==> config.mk <==
export PLATFORM = sky130hd
export DESIGN_NAME = pipe_hazard_ctrl
export DESIGN_NICKNAME = d
export VERILOG_FILES = /design/src/rtl/pipe_hazard_ctrl.sv
export SDC_FILE = /design/constraint.sdc
export NUM_CORES = 1
export LEC_CHECK = 0
export CAP_MARGIN = 20
export CELL_PAD_IN_SITES_DETAIL_PLACEMENT = 1
export CELL_PAD_IN_SITES_GLOBAL_PLACEMENT = 2
export CORE_ASPECT_RATIO = 1.1
export CORE_MARGIN = 1.5
export CORE_UTILIZATION = 27
export DETAILED_ROUTE_END_ITERATION = 10
export HOLD_SLACK_MARGIN = 0.12
export PLACE_DENSITY_LB_ADDON = 0.25
export SLEW_MARGIN = 20
export SYNTH_ARGS = -nofsm -noshare
export SYNTH_HDL_FRONTEND = slang
export SYNTH_SLANG_ARGS = --single-unit
==> constraint.sdc <==
create_clock -name clk -period 2.3 [get_ports clk]
set_input_delay 0.46 -clock clk [delete_from_list [all_inputs] [get_ports clk]]
set_output_delay 0.46 -clock clk [all_outputs]
set_load 0.01 [all_outputs]
==> src/rtl/pipe_hazard_ctrl.sv <==
// ---------------------------------------------------------------------------
// pipe_hazard_ctrl
//
// Hazard and sequencing controller for the 5-stage core pipeline. It drives
// the enable/clear controls of the IF/ID, ID/EX and EX/MEM pipeline registers
// and selects EX-stage operand forwarding. It also holds the pipeline while
// the multi-cycle mul/div unit (MDU) in EX is busy, aborting on timeout.
//
// Parameters:
//   MDU_TIMEOUT  max cycles spent in MDU_BUSY before a forced abort (>= 2)
//   CNT_W        width of the saturating stall/flush event counters
//
// Ports:
//   clk, rst                      clock, synchronous active-high reset
//   rs1_D, rs2_D                  source regs of the instruction in ID
//   rs1_E, rs2_E, rd_E            source/dest regs of the instruction in EX
//   memRead_E                     EX instruction is a load
//   pcSrc_E                       taken branch/jump resolved in EX
//   mduStart_E                    MDU op in EX issued this cycle
//   mduDone                       MDU result valid (one-cycle pulse)
//   rd_M, regWrite_M              MEM-stage destination and write enable
//   rd_W, regWrite_W              WB-stage destination and write enable
//   stall_F                       hold PC
//   en_D, clr_D                   IF/ID enable / clear
//   stall_E, clr_E                hold / bubble ID/EX
//   clr_M                         bubble EX/MEM
//   fwdA_E, fwdB_E                operand select: 00 regfile, 10 MEM, 01 WB
//   mduBusy                       FSM is in MDU_BUSY
//   mduErr                        sticky MDU timeout flag
//   stallCnt                      saturating count of cycles with stall_F=1
//   flushCnt                      saturating count of branch flush cycles
// ---------------------------------------------------------------------------
module pipe_hazard_ctrl #(
   parameter int MDU_TIMEOUT = 64,
   parameter int CNT_W       = 32
) (
   input  logic             clk,
   input  logic             rst,
   input  logic [4:0]       rs1_D,
   input  logic [4:0]       rs2_D,
   input  logic [4:0]       rs1_E,
   input  logic [4:0]       rs2_E,
   input  logic [4:0]       rd_E,
   input  logic             memRead_E,
   input  logic             pcSrc_E,
   input  logic             mduStart_E,
   input  logic             mduDone,
   input  logic [4:0]       rd_M,
   input  logic             regWrite_M,
   input  logic [4:0]       rd_W,
   input  logic             regWrite_W,
   output logic             stall_F,
   output logic             en_D,
   output logic             clr_D,
   output logic             stall_E,
   output logic             clr_E,
   output logic             clr_M,
   output logic [1:0]       fwdA_E,
   output logic [1:0]       fwdB_E,
   output logic             mduBusy,
   output logic             mduErr,
   output logic [CNT_W-1:0] stallCnt,
   output logic [CNT_W-1:0] flushCnt
);

   localparam int TMO_W = (MDU_TIMEOUT > 2) ? $clog2(MDU_TIMEOUT) : 1;

   typedef enum logic {
      IDLE     = 1'b0,
      MDU_BUSY = 1'b1
   } state_t;

   state_t           state;
   state_t           state_nxt;
   logic [TMO_W-1:0] tmo_cnt;
   logic             lw_stall;
   logic             tmo_hit;
   logic             busy_hold;

   // ---------------- Forwarding (independent of FSM state) ----------------
   always_comb begin
      fwdA_E = 2'b00;
      if (regWrite_M && rd_M != 5'd0 && rd_M == rs1_E)
         fwdA_E = 2'b10;
      else if (regWrite_W && rd_W != 5'd0 && rd_W == rs1_E)
         fwdA_E = 2'b01;
   end

   always_comb begin
      fwdB_E = 2'b00;
      if (regWrite_M && rd_M != 5'd0 && rd_M == rs2_E)
         fwdB_E = 2'b10;
      else if (regWrite_W && rd_W != 5'd0 && rd_W == rs2_E)
         fwdB_E = 2'b01;
   end

   // ---------------- Hazard detection ----------------
   assign lw_stall = memRead_E && rd_E != 5'd0 && (rd_E == rs1_D || rd_E == rs2_D);

   // The mduDone cycle and the timeout cycle are both evaluated as IDLE, so
   // the hold is only asserted while the MDU is genuinely still working.
   assign tmo_hit   = (state == MDU_BUSY) && !mduDone && (tmo_cnt == TMO_W'(MDU_TIMEOUT - 1));
   assign busy_hold = (state == MDU_BUSY) && !mduDone && !tmo_hit;

   // ---------------- Pipeline controls ----------------
   // NOTE: every output of a combinational block gets a default first, so no
   // path through the if/else chain can leave a value unassigned (a latch).
   always_comb begin
      stall_F = 1'b0;
      en_D    = 1'b1;
      clr_D   = 1'b0;
      stall_E = 1'b0;
      clr_E   = 1'b0;
      clr_M   = 1'b0;
      if (rst) begin
         clr_D = 1'b1;
         clr_E = 1'b1;
         clr_M = 1'b1;
      end else if (busy_hold) begin
         // Freeze everything up to EX; feed bubbles into MEM.
         stall_F = 1'b1;
         en_D    = 1'b0;
         stall_E = 1'b1;
         clr_M   = 1'b1;
      end else if (pcSrc_E) begin
         // Branch beats load-use: the ID instruction is on the wrong path.
         clr_D = 1'b1;
         clr_E = 1'b1;
      end else if (lw_stall) begin
         stall_F = 1'b1;
         en_D    = 1'b0;
         clr_E   = 1'b1;
      end
   end

   // ---------------- FSM next state ----------------
   always_comb begin
      state_nxt = state;
      case (state)
         IDLE: begin
            // Start with done in the same cycle is a 1-cycle op; a start
            // coinciding with a branch is squashed by the branch.
            if (mduStart_E && !pcSrc_E && !mduDone)
               state_nxt = MDU_BUSY;
         end
         MDU_BUSY: begin
            if (mduDone || tmo_hit)
               state_nxt = IDLE;
         end
         default: state_nxt = IDLE;
      endcase
   end

   assign mduBusy = (state == MDU_BUSY);

   // ---------------- State, timeout and event counters ----------------
   // NOTE: sequential state uses non-blocking assignments so every register
   // samples the pre-edge values regardless of statement order.
   always_ff @(posedge clk) begin
      if (rst) begin
         state    <= IDLE;
         tmo_cnt  <= '0;
         mduErr   <= 1'b0;
         stallCnt <= '0;
         flushCnt <= '0;
      end else begin
         state <= state_nxt;

         // Held at zero in IDLE, so it is already cleared on entry to MDU_BUSY.
         if (state == MDU_BUSY)
            tmo_cnt <= tmo_cnt + TMO_W'(1);
         else
            tmo_cnt <= '0;

         if (tmo_hit)
            mduErr <= 1'b1;

         if (stall_F && stallCnt != '1)
            stallCnt <= stallCnt + CNT_W'(1);

         // A branch only flushes when the pipeline is not held by the MDU.
         if (pcSrc_E && !busy_hold && flushCnt != '1)
            flushCnt <= flushCnt + CNT_W'(1);
      end
   end

endmodule

==> reports/metrics.cfg <==
[sta]
fmax_ghz=0.429
fin_skew_ns=0.00510
tightest_slew_ns=0.513
rsz0062_at_grt=true
hold_viol=0
post-route-period-util=1.01
slew_viol_final=0
setup_ws_ns=-0.0291
min_period_ns=2.33
setup_viol=1
slew_headroom=0.658

[global_routing]
use_met3=0.0430
grt_pass1_vias=4577
grt_use_total=0.181
grt_max_degree=54
grt_overflow_total=0
grt.met1_usage=0.215
grt_pass1_wl_mm=22.6
antenna_found_initial=0
use_met2=0.324
top_usage_layer=met2

[cells_and_area]
layout-drive-gt1-share=0.244
final_net_count=718
antenna_cells=0
area.growth.synth_to_final_pct=61.0
fin_cells=869
fin_area_um2=6410

[logic_synthesis]
synth_edf_count=0
synth-seq-cells=72
synthFlopType=dfxtp_1
synth_warnings=0
synth_cells=480
synthesis.area_um2=3980
yosysSeqAreaShare=0.362
synth_nets=526
synthArstFlopShare=0
synth_cell_types=47
syn_area_per_cell_um2=8.30

[run_status]
status=finished with violations
violations=setup timing

[routing]
drc=0
drt.antenna.violating_nets=0
drt-initial-drc-count=154
routedWlPerCell_um=16.0
dr.pass1.iters=4
routed_via_density=5.08
num_vias=4411
drt-total-wl_mm=13.9

[worst_setup_path]
crit_fanout=2
cp-start-kind=input pin
reg2reg_to=flushCnt[24]
cp.arrival_ns=1.87
critPathKind=input pin to output pin
crit_required_ns=1.84
crit_path_end=fwdB_E[0]
endpoint_kind=output pin
regToRegStartpoint=flushCnt[0]
startpoint=rd_M[2]
r2r_slack_ns=0.21
reg2reg_depth=7

[cts]
clock-root-buffer=clkbuf_16
clk_latency_ns=0.34
clkSinkCount=72
cts-htree-levels=3
tritoncts=built
clkTransAtPathRegs_ns=0.05
clockBufferDepth=2
cts_buffers=9

[floorplanning]
core_area_um2=14400
initial_core_util=0.276
num_rows=46
io_pins=119
die_width_um=119
dieArea_um2=15500
die_h_um=130

[place]
dpl.hpwl_mm=10.3
port_buffers=118
gp_congestion=0.768
placed_cell_area_um2=5880
dpl.cell_count=845

[power_and_ir_drop]
peakVddDrop_uv=306
p_per_area_nw_per_um2=481
p_leak_nw=2.25

[min_path]
hp-class=flop to flop

[flow_run]
maxCapViolCount=0

-- how the worst min path moves through the flow --
| stage | from | to | slack, ns | cells past startpoint |
|---|---|---|---|---|
| floorplan | tmo_cnt[0] | tmo_cnt[0] | 0.41 | 1 |
| global placement | mduErr | mduErr | 0.48 | 2 |
| detailed placement | mduErr | mduErr | 0.49 | 2 |
| CTS | stallCnt[8] | stallCnt[8] | 0.51 | 2 |
| global route | stallCnt[8] | stallCnt[8] | 0.53 | 2 |
| finish | mduErr | mduErr | 0.49 | 2 |
-- logic make-up (layout without fill, tap and decap cells) --
group / after synthesis / in the layout / synth area share
AO/OA/AOI/OAI: 73 / 73 / 0.126
AND/OR/NAND/NOR: 234 / 234 / 0.323
XOR/XNOR: 64 / 64 / 0.141
adder cells (fa/ha/maj): 3 / 3 / 0.00943
buffers and inverters: 34 / 231 / 0.0390
flip-flops: 72 / 72 / 0.362
-- power by group --
group | switching [mW] | leakage, nW | internal, mW
Clock | 0.531 | 0.154 | 0.979
Combinational | 0.159 | 1.52 | 0.158
Sequential | 0.00441 | 0.581 | 1.25
-- critical path, stage by stage --
cell,delay [ns]
buf_6,0.09
or4_4,0.53
o21ai_4,0.15
buf_4,0.14
nor4_4,0.04
nor4_2,0.28
buf_2,0.17
-- cell type report --
class / instances / area, µm²
fillers: 1712 / 8040
multi-input cells: 374 / 2590
repair buffers: 203 / 1780
flip-flops and latches: 72 / 1440
clock buffers: 13 / 250
well taps: 192 / 240
clock inverters: 3 / 65.1
inverters: 12 / 45.0
-- placed cells by master (no fill, tap or decap), types with 14 or more instances in the layout --
cell type / Yosys / routed
nor2_1: 54 / 53
buf_4: 1 / 79
xnor2_1: 38 / 36
or4_1: 26 / 22
clkdlybuf4s50_1: 0 / 73
o31ai_1: 17 / 16
a21oi_1: 19 / 19
nor4_1: 18 / 14
dfxtp_1: 72 / 70
xor2_1: 26 / 24
nand3_1: 32 / 30
dlygate4sd2_1: 0 / 16
nand2_1: 34 / 31
nand4_1: 21 / 21
-- repair_timing --
item	in CTS	in global routing
pin swaps	19	11
hold buffers	0	0
endpoints found under the setup margin	42	27
resized for setup	126	24
cloned	0	0
setup buffers	3	5
-- flip-flops by register name, indices dropped and copies added, names as in the netlist --
| register | flops |
|---|---|
| mduBusy | 1 |
| tmo_cnt | 6 |
| flushCnt | 32 |
| stallCnt | 32 |
| mduErr | 1 |
-- metrics by stage --
stage	total power [mW]	hold slack, ns	setup TNS [ns]	setup slack [ns]	util
6_report	3.08	0.491	-0.0291	-0.0291	0.444
3_3_place_gp	1.57	0.480	-18.33	-0.734	0.407
2_1_floorplan	1.39	0.413	0	0.0867	-
5_1_grt	3.21	0.531	-0.179	-0.0535	0.444
3_5_place_dp	1.58	0.490	-22.77	-0.820	0.407
4_1_cts	3.12	0.506	-0.0104	-0.0104	0.437
-- metal layers --
layer	vias to the layer above	routed length, µm
met1	2148	5970
met2	82	7100
met4	0	188
met5	-	0
li1	2170	-
met3	11	651
-- synth_stat cells (all sizes together) (2+ instances only) --
library cell / number / area share
dfxtp: 72 / 0.36
nor2: 54 / 0.051
xnor2: 38 / 0.084
nand2: 34 / 0.032
nand3: 32 / 0.040
or4: 27 / 0.052
xor2: 26 / 0.057
nand4: 22 / 0.036
a21oi: 19 / 0.024
nor4: 19 / 0.034
nor3: 17 / 0.026
o31ai: 17 / 0.032
inv: 12 / 0.011
o211ai: 12 / 0.023
buf: 11 / 0.017
clkbuf: 11 / 0.010
o21ai: 9 / 0.012
or2: 8 / 0.013
and3: 5 / 0.0079
o311ai: 5 / 0.011
or3: 5 / 0.0091
and4: 4 / 0.0088
o41ai: 4 / 0.0088
ha: 3 / 0.0094
a2111oi: 2 / 0.0044
a211oi: 2 / 0.0050
and2: 2 / 0.0031
nor4b: 2 / 0.0044
Note: power is estimated with default switching activity, not from simulation.
